`config.mk`:
```
export PLATFORM = sky130hd
export DESIGN_NAME = lcd_bus_receiver
export DESIGN_NICKNAME = d
export VERILOG_FILES = /design/src/rtl/lcd_bus_receiver.sv
export SDC_FILE = /design/constraint.sdc
export NUM_CORES = 1
export LEC_CHECK = 0
export ABC_AREA = 1
export BUFFER_PORTS_ARGS = -buffer_cell sky130_fd_sc_hd__buf_2
export CORE_AREA = 2 2 111 113
export CTS_CLUSTER_DIAMETER = 40
export DETAILED_ROUTE_END_ITERATION = 16
export DIE_AREA = 0 0 113 115
export MAX_ROUTING_LAYER = met4
export PLACE_DENSITY = 0.51
export SKIP_CTS_REPAIR_TIMING = 1
export SLEW_MARGIN = 0
export SYNTH_ARGS = -nofsm -noshare
export SYNTH_HDL_FRONTEND = slang
export SYNTH_SLANG_ARGS = --single-unit
```
`constraint.sdc`:
```
create_clock -name clk -period 3.1 [get_ports clk]
set_clock_uncertainty 0.2 [all_clocks]
set_input_delay 0.155 -clock clk [delete_from_list [all_inputs] [get_ports clk]]
set_output_delay 0.155 -clock clk [all_outputs]
set_load 0.02 [all_outputs]
```
`src/rtl/lcd_bus_receiver.sv`:
```
// Receiver for an HD44780-style 4-bit LCD bus: rebuilds bytes, tracks the cursor, flags character writes.
// Latency: outputs update on the 3rd clk edge after lcd_e is first sampled low.
// Backpressure: none. The bus is only observed, and every accepted strobe is reported.
//
// Ports: clk/reset (sync, active-high); lcd_rs/lcd_e/lcd_data (asynchronous bus inputs);
//        rx_data/rx_rs/rx_valid (assembled byte); mode4 (1 = 4-bit mode); cursor_addr (DDRAM address);
//        char_wr/char_data/char_addr (character write event); clear_evt; nibble_err (low-nibble timeout).
module lcd_bus_receiver #(
    parameter int E_MIN_HIGH = 2,
    parameter int TIMEOUT    = 100000
) (
    input  logic       clk,
    input  logic       reset,
    input  logic       lcd_rs,
    input  logic       lcd_e,
    input  logic [3:0] lcd_data,
    output logic [7:0] rx_data,
    output logic       rx_rs,
    output logic       rx_valid,
    output logic       mode4,
    output logic [6:0] cursor_addr,
    output logic       char_wr,
    output logic [7:0] char_data,
    output logic [6:0] char_addr,
    output logic       clear_evt,
    output logic       nibble_err
);

    localparam int HW = (E_MIN_HIGH < 1) ? 1 : $clog2(E_MIN_HIGH + 1);
    localparam int TW = (TIMEOUT < 2) ? 1 : $clog2(TIMEOUT + 1);
    localparam logic [HW-1:0] HMAX  = HW'(E_MIN_HIGH);
    localparam logic [TW-1:0] TLAST = TW'(TIMEOUT - 1);

    typedef enum logic [1:0] {
        ST_INIT,
        ST_HI,
        ST_LO
    } state_t;

    state_t          state;
    logic            rs_s1, rs_s2;
    logic            e_s1, e_s2, e_d;
    logic [3:0]      d_s1, d_s2;
    logic [HW-1:0]   hcnt;
    logic [TW-1:0]   tcnt;
    logic [3:0]      hi_nib;
    logic            hi_rs;

    logic            strobe;
    logic            byte_done;
    logic [7:0]      asm_byte;
    logic            asm_rs;
    logic [6:0]      cursor_inc;

    always_comb begin
        // The high-count still holds the length of the pulse during the fall cycle,
        // because it is only cleared on the edge that ends that cycle.
        strobe    = e_d & ~e_s2 & (hcnt >= HMAX);
        byte_done = strobe & (state != ST_HI);
        if (state == ST_LO) begin
            asm_byte = {hi_nib, d_s2};
            asm_rs   = hi_rs;
        end else begin
            asm_byte = {d_s2, 4'h0};
            asm_rs   = rs_s2;
        end
        // The two display lines are 0x00-0x0F and 0x40-0x4F, so the cursor jumps between them.
        if (cursor_addr == 7'h0F) begin
            cursor_inc = 7'h40;
        end else if (cursor_addr == 7'h4F) begin
            cursor_inc = 7'h00;
        end else begin
            cursor_inc = cursor_addr + 7'd1;
        end
    end

    always_ff @(posedge clk) begin
        if (reset) begin
            state       <= ST_INIT;
            rs_s1       <= 1'b0;
            rs_s2       <= 1'b0;
            e_s1        <= 1'b0;
            e_s2        <= 1'b0;
            e_d         <= 1'b0;
            d_s1        <= 4'h0;
            d_s2        <= 4'h0;
            hcnt        <= '0;
            tcnt        <= '0;
            hi_nib      <= 4'h0;
            hi_rs       <= 1'b0;
            rx_data     <= 8'h00;
            rx_rs       <= 1'b0;
            rx_valid    <= 1'b0;
            mode4       <= 1'b0;
            cursor_addr <= 7'h00;
            char_wr     <= 1'b0;
            char_data   <= 8'h00;
            char_addr   <= 7'h00;
            clear_evt   <= 1'b0;
            nibble_err  <= 1'b0;
        end else begin
            rs_s1 <= lcd_rs;
            rs_s2 <= rs_s1;
            e_s1  <= lcd_e;
            e_s2  <= e_s1;
            e_d   <= e_s2;
            d_s1  <= lcd_data;
            d_s2  <= d_s1;

            if (!e_s2) begin
                hcnt <= '0;
            end else if (hcnt < HMAX) begin
                hcnt <= hcnt + 1'b1;
            end

            rx_valid   <= 1'b0;
            char_wr    <= 1'b0;
            clear_evt  <= 1'b0;
            nibble_err <= 1'b0;

            case (state)
                ST_INIT: begin
                    if (strobe && !rs_s2 && d_s2 == 4'h2) begin
                        state <= ST_HI;
                        mode4 <= 1'b1;
                    end
                end
                ST_HI: begin
                    if (strobe) begin
                        hi_nib <= d_s2;
                        hi_rs  <= rs_s2;
                        tcnt   <= '0;
                        state  <= ST_LO;
                    end
                end
                ST_LO: begin
                    // A strobe landing in the timeout cycle still completes the byte.
                    if (strobe) begin
                        state <= ST_HI;
                    end else if (tcnt == TLAST) begin
                        nibble_err <= 1'b1;
                        state      <= ST_HI;
                    end else begin
                        tcnt <= tcnt + 1'b1;
                    end
                end
                default: state <= ST_INIT;
            endcase

            if (byte_done) begin
                rx_data  <= asm_byte;
                rx_rs    <= asm_rs;
                rx_valid <= 1'b1;
                if (asm_rs) begin
                    char_wr     <= 1'b1;
                    char_data   <= asm_byte;
                    char_addr   <= cursor_addr;
                    cursor_addr <= cursor_inc;
                end else if (asm_byte == 8'h01) begin
                    cursor_addr <= 7'h00;
                    clear_evt   <= 1'b1;
                end else if (asm_byte == 8'h02 || asm_byte == 8'h03) begin
                    cursor_addr <= 7'h00;
                end else if (asm_byte[7]) begin
                    cursor_addr <= asm_byte[6:0];
                end else if (asm_byte[7:4] == 4'h3 && state != ST_INIT) begin
                    // Function set with DL=1: the host is re-running the init sequence.
                    // Placed after the case so it overrides the LO->HI transition.
                    state <= ST_INIT;
                    mode4 <= 1'b0;
                end
            end
        end
    end

endmodule

```
Word level (Yosys, flattened, before mapping)
Cells that the tools add are included.
- logic and storage cells: 99
- bits of input ports: 8
- output and inout bits: 36
- register bits: 75
- bitwise operators: 6
- mux-type cells: 35
- eq/ne operators: 14
- order comparisons: 2
- reduce and logical (&&, ||, !) cells: 17
- add/sub/neg operators: 3
- operators by type and width (kind ; number):
    $mux 17 ; 3
    $mux 7 ; 6
    $pmux 17 s2 ; 1
    $mux 2 ; 10
    $add 17x1->17 const B ; 1
    $eq 17x17->1 const B ; 1
    $eq 8x2->1 const B ; 2
    $mux 1 ; 13
    $eq 4x2->1 const B ; 2
    $eq 8x1->1 const B ; 1
    $mux 8 ; 1
    $add 7x1->7 const B ; 1
    $eq 7x4->1 const B ; 1
    $eq 7x7->1 const B ; 1
    $ne 2x2->1 const B ; 3
    $pmux 2 s3 ; 1
    $reduce_and 2->1 ; 3
    $reduce_or 3->1 ; 2
    $reduce_and 4->1 ; 1
    $reduce_bool 2->1 ; 2
    $reduce_bool 4->1 ; 1
    $reduce_or 2->1 ; 2
    $and 1x1->1 ; 3
    $logic_and 1x1->1 ; 3
    10 further kinds ; 12

Logic depth before layout (Yosys ltp)
Gate-level depths: netlist of run 1.
- depth after elaboration: 13
- gate-level depth with buffers: 14
- gate-level depth less buffers: 13

Worst setup path before layout of run 1
Ideal clock, no wire load.
- path kind: reg2reg
- from: reg hcnt[0]
- to: reg cursor_addr[3]
- cell stages (with the launch flop): 14
- buffers on the path: 1
- path slack: 1.344 ns
- data arrival time: 1.443 ns
- clock period less this slack: 1.756 ns
- library setup time: 0.113 ns
- required time: 2.787 ns
- cell sequence: dfxtp_1 inv_1 ha_1 nor2_1 nor2_1 nand2_1 inv_2 nand2_1 buf_2 inv_2 nand2_8 nand2_1 nand2_1 nor2_1
- longest elaborated chain between the ends: 4
- RTL lines (what ; RTL line ; source):
    start: declaration ; 44 ; logic [HW-1:0] hcnt;
    start signal: assignment ; 113 ; hcnt <= hcnt + 1'b1;
    $ge 2x2->1 ; 58 ; strobe = e_d & ~e_s2 & (hcnt >= HMAX);
    $and 1x1->1 ; 58 ;
    $and 1x1->1 ; 59 ; byte_done = strobe & (state != ST_HI);
    $reduce_and 2->1 (no source line) ; -- ;
    end signal: assignment ; 158 ; cursor_addr <= cursor_inc;
    end signal: assignment ; 165 ; cursor_addr <= asm_byte[6:0];
    end: declaration ; 21 ; output logic [6:0] cursor_addr,
No other way between the ends.
A chain may end at the register's enable or synchronous reset.

Worst setup path in the final report of run 1
- from: reg state[0]
- to: reg char_data[2]
- longest elaborated chain between the ends: 3
- elaborated cells between the ends (all ways): 6
- classes of those cells: eq/ne (2); mux (2); bitwise (1); reduce/logical (1)
- RTL lines (what ; RTL line ; source):
    start: declaration ; 40 ; state_t state;
    start signal: assignment ; 79 ; state <= ST_INIT;
    start signal: assignment ; 124 ; state <= ST_HI;
    start signal: assignment ; 133 ; state <= ST_LO;
    $ne 2x1->1 or $eq 2x2->1 (tied branches) ; 59, 60 ;
    $and 1x1->1 or $mux 1 (tied branches) ; 59, 60 ;
    $reduce_and 2->1 (no source line) ; -- ;
    end signal: assignment ; 156 ; char_data <= asm_byte;
    end: declaration ; 23 ; output logic [7:0] char_data,
Several ways; a longest one is shown, not always the timed one.

==> reports/results.ini, run 1 <==
[status]
outcome = finished, violations left
violations = DRC

[setup_path]
slowest_stage = dfxtp_1
ff2ff_setup_slack_ns = 0.84
start_kind = flip-flop
r2r_cells = 10
worstSetupPathType = flip-flop to flip-flop
critical_path.cell_chain = inv_1 -> nand2_4 -> nand2_1 -> o21ai_4 -> inv_2 -> nor2_2 -> buf_4 -> inv_1 -> o21ai_0 -> nor2_1
regToRegStartpoint = state[0]$_SDFF_PP0_
end_kind = flip-flop
crit_top_cell = inv_1
cp_num_buf_inv = 4
cp_top_family = buffers and inverters
path_max_fanout = 23
rr_endpoint = char_data[2]$_SDFFE_PP0P_
cp_slowest_stage_delay_ns = 0.35
crit_arrival_ns = 2.29
cp_data_required_time_ns = 3.13

[place]
port_buffers = 43
hpwl_um = 6010
dpl.cell_count = 677
pre_cts_ws_ns = 0.821
place_congestion = 0.905

[logic_synthesis]
syn_nets = 509
netlist.area_leader.share_pct = 43.5
synth.yosys.seq_area_share_pct = 43.5
synth-simple-area-share_pct = 35.0
synth_compound_area_share_pct = 10.4
ys_top_cells_by_area = dfxtp_1 44%, nand2_1 14%, nor2_1 10%, a21oi_1 5.5%, inv_1 5.1%
yosys_warnings = 0
syn_area_um2 = 3450
synth-adder-area-share_pct = 1.09
synth_top_family_by_area = simple AND/OR/NAND/NOR gates
synth_area_per_cell_um2 = 6.93
synthMuxAreaShare_pct = 0
synth_top_cell_by_area = dfxtp_1
synthCells = 498
synth-seq-cells = 75
synthXorXnorAreaFrac_pct = 2.03
synth.distinct_cells = 32

[floorplan]
dieWidth_um = 113
core_um2 = 11800
fp-row-count = 40
die-area_um2 = 13000
start_util_pct = 29.2
die_h_um = 115
ioPinCount = 44

[drt]
drt_wl_total_um = 8250
wl_per_cell_um = 11.8
num_vias = 3148
drt_pre_antenna_iters = 10
ant_nets = 0
vias_per_cell = 4.50
drc_errors = 1
drt_iter0_markers = 133

[clock_network]
cts.sinks = 75
cts.htree.levels = 3
clock_path_buffers = 2
worst_skew_pair.late_latency_ns = 0.34
root_buffer = clkbuf_16
cts_tree = done
numCtsBuffers = 9
path_clk_slew_ns = 0.06

[worst_hold_path]
hold_class = primary input to flip-flop
hold_path_depth = 2
holdPathEnd = d_s1[1]$_SDFF_PP0_
holdCritStartpoint = reset

[global_route]
grt_pass1_wl_um = 13500
grt_max_degree = 37
track_usage_pct = 13.4
first_global_vias = 2779
overflow = 0
antenna_found_initial = 0

[timing]
setup-tns-final_ns = 0
worst_pin_slew_ns = 0.664
hold_ws_ns = 0.135
setup_slack_ns = 0.843
hold_violations = 0
finalCriticalPeriod_ns = 2.26
setup_violations = 0
drv_slew = 0
fmax_mhz = 443
rsz0062_at_grt = false
min_period_over_period_pct = 72.8
relSlewSlack_pct = 55.8

[final_layout]
final_common_cell = nand2_1
drive_above_1_share_pct = 15.6
syn_to_final_growth_pct = 21.4
layout_common_cells = 126 x nand2_1, 93 x nor2_1, 75 x dfxtp_1, 47 x inv_1, 43 x buf_2
fillerInstances = 1270
diodes = 0
nets = 558
final_cells = 699

[power]
ir_worst_vdd_mv = 0.203
p_per_area_nw_per_um2 = 519
p_leak_nw = 1.81

[job]
cap_violations = 0

[registers in the layout (all words and copies together), names as in the netlist, 2 cells and up]
name	flops
hcnt	2
d_s2	4
cursor_addr	7
d_s1	4
char_addr	7
hi_nib	4
state	2
rx_data	8
char_data	8
tcnt	17
[logic make-up after synthesis]
family                     after synthesis
AOI/OAI and AO/OA                       68
DFF                                     75
buffers and inverters                   67
xor gates and xnor gates                 8
adders and majority gates                3
and+or+nand+nor                        277
[synth_stat cells]
library cell / number
dfxtp_1: 75
buf_4: 2
nand3_1: 31
clkbuf_1: 7
o21ai_4: 1
a21oi_1: 38
or2_2: 2
nor3_1: 2
nand4_1: 3
buf_2: 5
o21ai_1: 1
nand2_2: 4
nand2_8: 2
nor4_1: 3
and2_1: 1
nand2_4: 2
nand2_1: 126
nor2_4: 3
xnor2_1: 1
inv_1: 47
a31oi_1: 2
buf_6: 1
nor2_1: 93
xor2_1: 7
a21boi_0: 2
nand3b_1: 1
nor2_2: 3
inv_2: 5
nand3_4: 1
ha_1: 3
o22ai_1: 1
o21ai_0: 23
[report_power, final]
part | switching [mW] | leakage, nW | internal (mW) | total (mW)
Sequential | 0.00454 | 0.607 | 0.972 | 0.976
Combinational | 0.0408 | 1.05 | 0.0223 | 0.0630
Clock | 0.409 | 0.155 | 0.726 | 1.14
[area by class of cell]
cell class	instances	area, µm²	share of cell area [%]
tap	147	184	4.39
inverter	52	195	4.66
sequential	75	1500	35.8
clock inverter	6	88.8	2.12
timing repair buffer	53	305	7.29
clock buffer	10	239	5.70
multi-input combinational	356	1680	40.0
[how the worst max path moves through the flow]
stage,cells after the start,startpoint,endpoint
global route,10,state[0]$_SDFF_PP0_,char_data[2]$_SDFFE_PP0P_
CTS,10,state[0]$_SDFF_PP0_,char_data[2]$_SDFFE_PP0P_
finish,10,state[0]$_SDFF_PP0_,char_data[2]$_SDFFE_PP0P_
floorplan,13,hcnt[0]$_SDFFE_PP0N_,cursor_addr[3]$_SDFFE_PP0P_
global placement,11,tcnt[0]$_SDFFE_PP0P_,tcnt[6]$_SDFFE_PP0P_
detailed placement,10,state[0]$_SDFF_PP0_,char_data[2]$_SDFFE_PP0P_
[per-stage QoR]
step	power [mW]	area [µm²]	util, %
4_1_cts	2.20	4130	35.0
6_report	2.17	4190	35.5
3_5_place_dp	1.06	3800	32.2
2_1_floorplan	1.04	3450	-
3_3_place_gp	1.06	3800	32.2
5_1_grt	2.25	4190	35.5
[metal layers]
layer	part of all wire, %	GRT usage, %
met1	52	18.1
met2	42	19.1
met3	4.3	2.58
met4	1.9	6.75
met5	0	-
Note: power is estimated with default switching activity, not from simulation.
==> inputs of run 2 (changes only) <==
--- a/config.mk
+++ b/config.mk
@@ -5,14 +5,14 @@
 export SDC_FILE = /design/constraint.sdc
 export NUM_CORES = 1
 export LEC_CHECK = 0
-export ABC_AREA = 1
+export ABC_AREA = 0
 export BUFFER_PORTS_ARGS = -buffer_cell sky130_fd_sc_hd__buf_2
-export CORE_AREA = 2 2 111 113
+export CORE_AREA = 2 2 106 108
 export CTS_CLUSTER_DIAMETER = 40
 export DETAILED_ROUTE_END_ITERATION = 16
-export DIE_AREA = 0 0 113 115
+export DIE_AREA = 0 0 108 110
 export MAX_ROUTING_LAYER = met4
-export PLACE_DENSITY = 0.51
+export PLACE_DENSITY = 0.52
 export SKIP_CTS_REPAIR_TIMING = 1
 export SLEW_MARGIN = 0
 export SYNTH_ARGS = -nofsm -noshare
==> constraint.sdc (replaced) <==
create_clock -name clk -period 2.3 [get_ports clk]
set_clock_uncertainty 0.2 [all_clocks]
set_input_delay 0.115 -clock clk [delete_from_list [all_inputs] [get_ports clk]]
set_output_delay 0.115 -clock clk [all_outputs]
set_load 0.02 [all_outputs]
==> run 2 against run 1 <==
The flow now finishes without violations. Synthesized cell count is 28% lower. Register-to-register slack worse by 0.69 ns. Core utilization is 0.58 points higher. Die area is 8.6% lower. First-iteration DRC count is 6.0% lower. Non-clock buffer count is 15 higher. Via count is 14% lower. Total power is 7.4% higher. Global-route usage is 0.20 points higher. Critical path depth is 3 lower. Combinational power is 19% higher. Critical path type unchanged. Critical endpoint is now tcnt[7]$_SDFFE_PP0P_.
==> reports/results.ini, run 2 <==
[status]
outcome = finished clean  ; was finished, violations left

[clock_network]
cts.sinks = 75  ; unchanged
numCtsBuffers = 9  ; unchanged
worst_skew_pair.late_latency_ns = 0.35  ; was 0.34 ns
cts.htree.levels = 3  ; unchanged
root_buffer = clkbuf_8  ; was clkbuf_16
cts_tree = done  ; unchanged
path_clk_slew_ns = 0.08  ; was 0.06 ns
clock_path_buffers = 2  ; unchanged

[logic_synthesis]
synth.yosys.seq_area_share_pct = 47.4  ; was 43.5%
yosys_most_used_dff = dfxtp_1  ; unchanged
synth_edf_count = 0  ; unchanged
yosysMostFrequentCell = dfxtp_1  ; was nand2_1
netlist.area_leader.share_pct = 47.4  ; was 43.5%
synth.distinct_cells = 52  ; was 32
async_flop_share_pct = 0  ; unchanged
yosys-top-cells-count = 75 x dfxtp_1, 40 x nor2_1, 38 x nand2_1  ; was 126 x nand2_1, 93 x nor2_1, 75 x dfxtp_1
synthCells = 361  ; was 498
synth-seq-cells = 75  ; unchanged
syn_nets = 372  ; was 509
synth_top_cell_by_area = dfxtp_1  ; unchanged
yosys_warnings = 0  ; unchanged
synth_area_per_cell_um2 = 8.78  ; was 6.93 µm²
syn_area_um2 = 3170  ; was 3450 µm²
ys_top_cells_by_area = dfxtp_1 47%, a21oi_1 5.1%, nor2_1 4.7%, nand2_1 4.5%, mux2i_1 3.8%  ; was dfxtp_1 44%, nand2_1 14%, nor2_1 10%, a21oi_1 5.5%, inv_1 5.1%

[timing]
relSlewSlack_pct = 71.2  ; was 55.8%
setup_violations = 0  ; unchanged
fmax_mhz = 466  ; was 443 MHz
finalCriticalPeriod_ns = 2.15  ; was 2.26 ns
min_period_over_period_pct = 93.3  ; was 72.8%
rsz0062_at_grt = false  ; unchanged
hold_violations = 0  ; unchanged
drv_slew = 0  ; unchanged
setup_slack_ns = 0.154  ; was 0.843 ns
setup-tns-final_ns = 0  ; unchanged
worst_pin_slew_ns = 0.427  ; was 0.664 ns

[place]
pre_cts_ws_ns = 0.131  ; was 0.821 ns
port_buffers = 43  ; unchanged
place_congestion = 0.755  ; was 0.905
hpwl_um = 5250  ; was 6010 µm

[global_route]
overflow = 0  ; unchanged
grt_pass1_wl_um = 12300  ; was 13500 µm
first_global_vias = 2525  ; was 2779
track_usage_pct = 13.6  ; was 13.4%
grt_max_degree = 25  ; was 37
antenna_found_initial = 0  ; unchanged

[floorplan]
core_um2 = 10700  ; was 11800 µm²
fp-row-count = 38  ; was 40
start_util_pct = 29.6  ; was 29.2%
ioPinCount = 44  ; unchanged
dieWidth_um = 108  ; was 113 µm
die-area_um2 = 11900  ; was 13000 µm²
die_h_um = 110  ; was 115 µm

[setup_path]
cp_top_family = simple AND/OR/NAND/NOR gates  ; was buffers and inverters
cp-endpoint = tcnt[7]$_SDFFE_PP0P_  ; was char_data[2]$_SDFFE_PP0P_
worstSetupPathType = flip-flop to flip-flop  ; unchanged
cp_num_buf_inv = 1  ; was 4
regToRegStartpoint = tcnt[0]$_SDFFE_PP0P_  ; was state[0]$_SDFF_PP0_
start_kind = flip-flop  ; unchanged
rr_endpoint = tcnt[7]$_SDFFE_PP0P_  ; was char_data[2]$_SDFFE_PP0P_
path_max_fanout = 20  ; was 23
ff2ff_setup_slack_ns = 0.15  ; was 0.84 ns
crit_arrival_ns = 2.23  ; was 2.29 ns
end_kind = flip-flop  ; unchanged
crit_start = tcnt[0]$_SDFFE_PP0P_  ; was state[0]$_SDFF_PP0_
cp_slowest_stage_delay_ns = 0.50  ; was 0.35 ns
r2r_cells = 7  ; was 10
cp_data_required_time_ns = 2.39  ; was 3.13 ns
cp.depth = 7  ; was 10
slowest_stage = or4_1  ; was dfxtp_1
critical_path.cell_chain = ha_1 -> and4_1 -> nand4_1 -> a31oi_2 -> buf_6 -> or4_1 -> a21oi_1  ; was inv_1 -> nand2_4 -> nand2_1 -> o21ai_4 -> inv_2 -> nor2_2 -> buf_4 -> inv_1 -> o21ai_0 -> nor2_1

[drt]
wl_met1_um = 3710  ; was 4250 µm
drt_iter0_markers = 125  ; was 133
drt_wl_total_um = 7460  ; was 8250 µm
drt_pre_antenna_iters = 4  ; was 10
wl_met2_um = 3270  ; was 3490 µm
drc_errors = 0  ; was 1
vias_per_cell = 4.78  ; was 4.50
ant_nets = 0  ; unchanged
top_layer = met4  ; unchanged
wl_per_cell_um = 13.2  ; was 11.8 µm
num_vias = 2704  ; was 3148
met3_length_um = 321  ; was 353 µm

[final_layout]
register_area_um2 = 1500  ; unchanged
largest_reg_flops = 17  ; unchanged
fillerInstances = 1133  ; was 1270
final_common_cell = dfxtp_1  ; was nand2_1
drive_above_1_share_pct = 20.4  ; was 15.6%
regMostFlops = tcnt  ; unchanged
multi_input_area_um2 = 1560  ; was 1680 µm²
reg.largest.list = tcnt: 17 flops, char_data: 8 flops, rx_data: 8 flops  ; unchanged
syn_to_final_growth_pct = 21.8  ; was 21.4%
diodes = 0  ; unchanged
layout_common_cells = 75 x dfxtp_1, 43 x buf_2, 40 x nor2_1, 38 x nand2_1, 32 x a21oi_1  ; was 126 x nand2_1, 93 x nor2_1, 75 x dfxtp_1, 47 x inv_1, 43 x buf_2
nets = 433  ; was 558

[power]
p_per_area_nw_per_um2 = 606  ; was 519 nW/µm²
ir_worst_vdd_mv = 0.191  ; was 0.203 mV
p_leak_nw = 1.47  ; was 1.81 nW

[job]
cap_violations = 0  ; unchanged

[worst_hold_path]
hold_class = flip-flop to flip-flop  ; was primary input to flip-flop

run 2: how the worst min path moves through the flow:
stage | startpoint | end | slack (ns) | cells after the start
after detailed placement | lcd_data[3] | d_s1[3]$_SDFF_PP0_ | 0.13 | 2
after global placement | lcd_data[3] | d_s1[3]$_SDFF_PP0_ | 0.13 | 2
final | d_s1[3]$_SDFF_PP0_ | d_s2[3]$_SDFF_PP0_ | 0.24 | 1
after CTS | lcd_data[3] | d_s1[3]$_SDFF_PP0_ | -0.25 | 2
after global routing | d_s1[3]$_SDFF_PP0_ | d_s2[3]$_SDFF_PP0_ | 0.26 | 1
after floorplan | lcd_data[0] | d_s1[0]$_SDFF_PP0_ | 0.04 | 1
run 2: cells by family (layout without fill, tap and decap cells):
family,after synthesis,after routing,synth area share [%]
XOR/XNOR,4,4,1.11
adder cells (fa/ha/maj),3,3,1.18
AO/OA/AOI/OAI,80,80,15.5
AND/OR/NAND/NOR,161,161,26.7
flip-flops,75,75,47.4
multiplexers,14,14,4.58
buffers and inverters,24,89,3.51
run 2: area by class of cell:
| class | count | share of cell area (%) |
|---|---|---|
| Multi-Input combinational cell | 262 | 40.3 |
| Clock buffer | 13 | 4.38 |
| Clock inverter | 2 | 0.259 |
| Inverter | 6 | 0.584 |
| Sequential cell | 75 | 38.9 |
| Tap cell | 140 | 4.54 |
| Timing Repair Buffer | 68 | 11.0 |
run 2: routing by layer:
metal,vias to the layer above,global-route usage [%]
li1,1404,-
met1,1242,17.8
met2,47,20.0
met3,11,2.35
met4,0,7.42
met5,-,-
run 2: power breakdown:
| group | switching [mW] | total [mW] | internal (mW) | leakage, nW |
|---|---|---|---|---|
| clock | 0.473 | 0.945 | 0.471 | 0.0953 |
| combinational | 0.0429 | 0.0750 | 0.0321 | 0.766 |
| sequential | 0.00787 | 1.32 | 1.31 | 0.607 |
| total | 0.524 | 2.34 | 1.81 | 1.47 |
run 2: stage by stage:
step | instances | hold WS (ns) | total power [mW] | cell area, µm² | utilization, %
6_report | 566 | 0.240 | 2.34 | 3860 | 36.1
5_1_grt | 566 | 0.265 | 2.43 | 3860 | 36.1
4_1_cts | 559 | -0.250 | 2.35 | 3780 | 35.4
3_5_place_dp | 544 | 0.131 | 1.41 | 3600 | 33.7
3_3_place_gp | 544 | 0.130 | 1.41 | 3600 | 33.7
2_1_floorplan | 361 | 0.0432 | 1.39 | 3170 | -
==> inputs of run 3 (changes only) <==
--- a/config.mk
+++ b/config.mk
@@ -13,6 +13,7 @@
 export DIE_AREA = 0 0 108 110
 export MAX_ROUTING_LAYER = met4
 export PLACE_DENSITY = 0.52
+export REMOVE_ABC_BUFFERS = 1
 export SKIP_CTS_REPAIR_TIMING = 1
 export SLEW_MARGIN = 0
 export SYNTH_ARGS = -nofsm -noshare
==> constraint.sdc (replaced) <==
create_clock -name clk -period 2.3 [get_ports clk]
set_clock_uncertainty 0.2 [all_clocks]
set_input_delay 0.115 -clock clk [delete_from_list [all_inputs] [get_ports clk]]
set_output_delay 0.115 -clock clk [all_outputs]
set_load 0.01 [all_outputs]
==> run 3 against run 2 <==
Cell count rose by 0.53%. Critical path depth did not move. Flip-flop and latch count did not move. Count of clock-buffer cells in the layout fell by 4. Critical path type unchanged. Highest routed layer unchanged.
==> reports/results.ini, run 3 (same netlist as run 2, synthesis figures left out) <==
[status]
outcome = finished clean  ; unchanged

[drt]
drt_iter0_markers = 101  ; was 125
ant_nets = 0  ; unchanged
drt_pre_antenna_iters = 4  ; unchanged
drt_wl_total_um = 7280  ; was 7460 µm
drc_errors = 0  ; unchanged
vias_per_cell = 4.82  ; was 4.78
wl_per_cell_um = 12.8  ; was 13.2 µm
num_vias = 2741  ; was 2704

[power]
pwr-share-clk_pct = 44.3  ; was 40.4%
p_per_area_nw_per_um2 = 637  ; was 606 nW/µm²
pwr-share-seq_pct = 52.6  ; was 56.4%
combPwrFrac_pct = 3.1  ; was 3.2%
p_total_mw = 2.50  ; was 2.34 mW
p_leak_nw = 1.49  ; was 1.47 nW
p_sw_uw = 550  ; was 524 µW
p_sw_share_pct = 22.0  ; was 22.4%
internal-power_mw = 1.95  ; was 1.81 mW
ir_worst_vdd_mv = 0.252  ; was 0.191 mV

[timing]
hold_violations = 0  ; unchanged
setup_slack_ns = 0.125  ; was 0.154 ns
setup_violations = 0  ; unchanged
fmax_mhz = 460  ; was 466 MHz
relSlewSlack_pct = 68.9  ; was 71.2%
drv_slew = 0  ; unchanged
hold_ws_ns = 0.240  ; about the same
setup-tns-final_ns = 0  ; unchanged
worst_pin_slew_ns = 0.465  ; was 0.427 ns
finalCriticalPeriod_ns = 2.18  ; was 2.15 ns
min_period_over_period_pct = 94.6  ; was 93.3%

[global_route]
grt_pass1_wl_um = 12000  ; was 12300 µm
track_usage_pct = 13.3  ; was 13.6%
first_global_vias = 2531  ; was 2525
overflow = 0  ; unchanged
antenna_found_initial = 0  ; unchanged
grt_max_degree = 21  ; was 25

[place]
pre_cts_ws_ns = 0.0909  ; was 0.131 ns
placed_area_um2 = 3630  ; was 3600 µm²
place_congestion = 0.818  ; was 0.755
hpwl_um = 5220  ; was 5250 µm
dpl.cell_count = 547  ; was 544
port_buffers = 43  ; unchanged

[final_layout]
nets = 436  ; was 433
final_cells = 569  ; was 566
fin_util_pct = 36.7  ; was 36.1%
design_area_um2 = 3930  ; was 3860 µm²
diodes = 0  ; unchanged
syn_to_final_growth_pct = 23.9  ; was 21.8%
layout_common_cells = 75 x dfxtp_1, 43 x buf_2, 40 x nor2_1, 38 x nand2_1, 32 x a21oi_1  ; unchanged
final_common_cell = dfxtp_1  ; unchanged
regMostFlops = tcnt  ; unchanged
largest_reg_flops = 17  ; unchanged
reg.largest.list = tcnt: 17 flops, char_data: 8 flops, rx_data: 8 flops  ; unchanged
drive_above_1_share_pct = 21.4  ; was 20.4%

[clock_network]
clock_path_buffers = 2  ; unchanged
worst_skew_pair.late_latency_ns = 0.35  ; about the same
numCtsBuffers = 9  ; unchanged
root_buffer = clkbuf_8  ; unchanged
path_clk_slew_ns = 0.08  ; about the same
cts.htree.levels = 3  ; unchanged
cts_tree = done  ; unchanged
cts.sinks = 75  ; unchanged

[setup_path]
start_kind = flip-flop  ; unchanged
end_kind = flip-flop  ; unchanged
path_max_fanout = 20  ; unchanged
cp_data_required_time_ns = 2.37  ; was 2.39 ns
worstSetupPathType = flip-flop to flip-flop  ; unchanged
crit_arrival_ns = 2.24  ; was 2.23 ns

[floorplan]
dieWidth_um = 108  ; unchanged
fp-row-count = 38  ; unchanged
core_um2 = 10700  ; unchanged
die_h_um = 110  ; unchanged
ioPinCount = 44  ; unchanged
start_util_pct = 29.6  ; unchanged
die-area_um2 = 11900  ; unchanged

[job]
cap_violations = 0  ; unchanged

[worst_hold_path]
hold_class = flip-flop to flip-flop  ; unchanged

==> run 3: layout make-up <==
class | count | area [µm²]
repair buffers | 71 | 447
clock buffers | 9 | 124
clock inverters | 6 | 90.1
well taps | 140 | 175
inverters | 6 | 22.5
fillers | 1068 | 6770
flip-flops and latches | 75 | 1500
multi-input cells | 262 | 1570
==> run 3: final timing paths <==
path | from | to | slack (ns) | cells past startpoint
worst max-delay path | tcnt[0]$_SDFFE_PP0P_ | tcnt[7]$_SDFFE_PP0P_ | 0.12 | 7
worst min-delay path | rs_s1$_SDFF_PP0_ | rs_s2$_SDFF_PP0_ | 0.24 | 1
worst max register to register | tcnt[0]$_SDFFE_PP0P_ | tcnt[7]$_SDFFE_PP0P_ | 0.12 | 7
worst min register to register | rs_s1$_SDFF_PP0_ | rs_s2$_SDFF_PP0_ | 0.24 | 1
==> run 3: worst max-delay path, cell delays in order, from the launching register on <==
cell     delay (ns)
dfxtp_1        0.35
ha_1           0.25
and4_1         0.21
nand4_1        0.15
a31oi_2        0.14
buf_6          0.17
or4_1          0.49
a21oi_1        0.15
==> run 3: power groups by stage <==
| stage | registers [mW] | logic, mW | clock network [mW] |
|---|---|---|---|
| 2_1_floorplan | 1.34 | 0.0284 | 0 |
| 3_3_place_gp | 1.35 | 0.0690 | 0 |
| 3_5_place_dp | 1.35 | 0.0693 | 0 |
| 4_1_cts | 1.31 | 0.0695 | 1.15 |
| 5_1_grt | 1.32 | 0.0876 | 1.20 |
| 6_report | 1.31 | 0.0782 | 1.11 |
==> run 3: layer usage <==
layer  share of wire [%]  GRT usage (%)  vias to the layer above
li1                    -              -                     1410
met1                  52           17.7                     1268
met2                  43           19.5                       52
met3                 3.3           2.59                       11
met4                 1.8           6.32                        0
met5                   0              -                        -
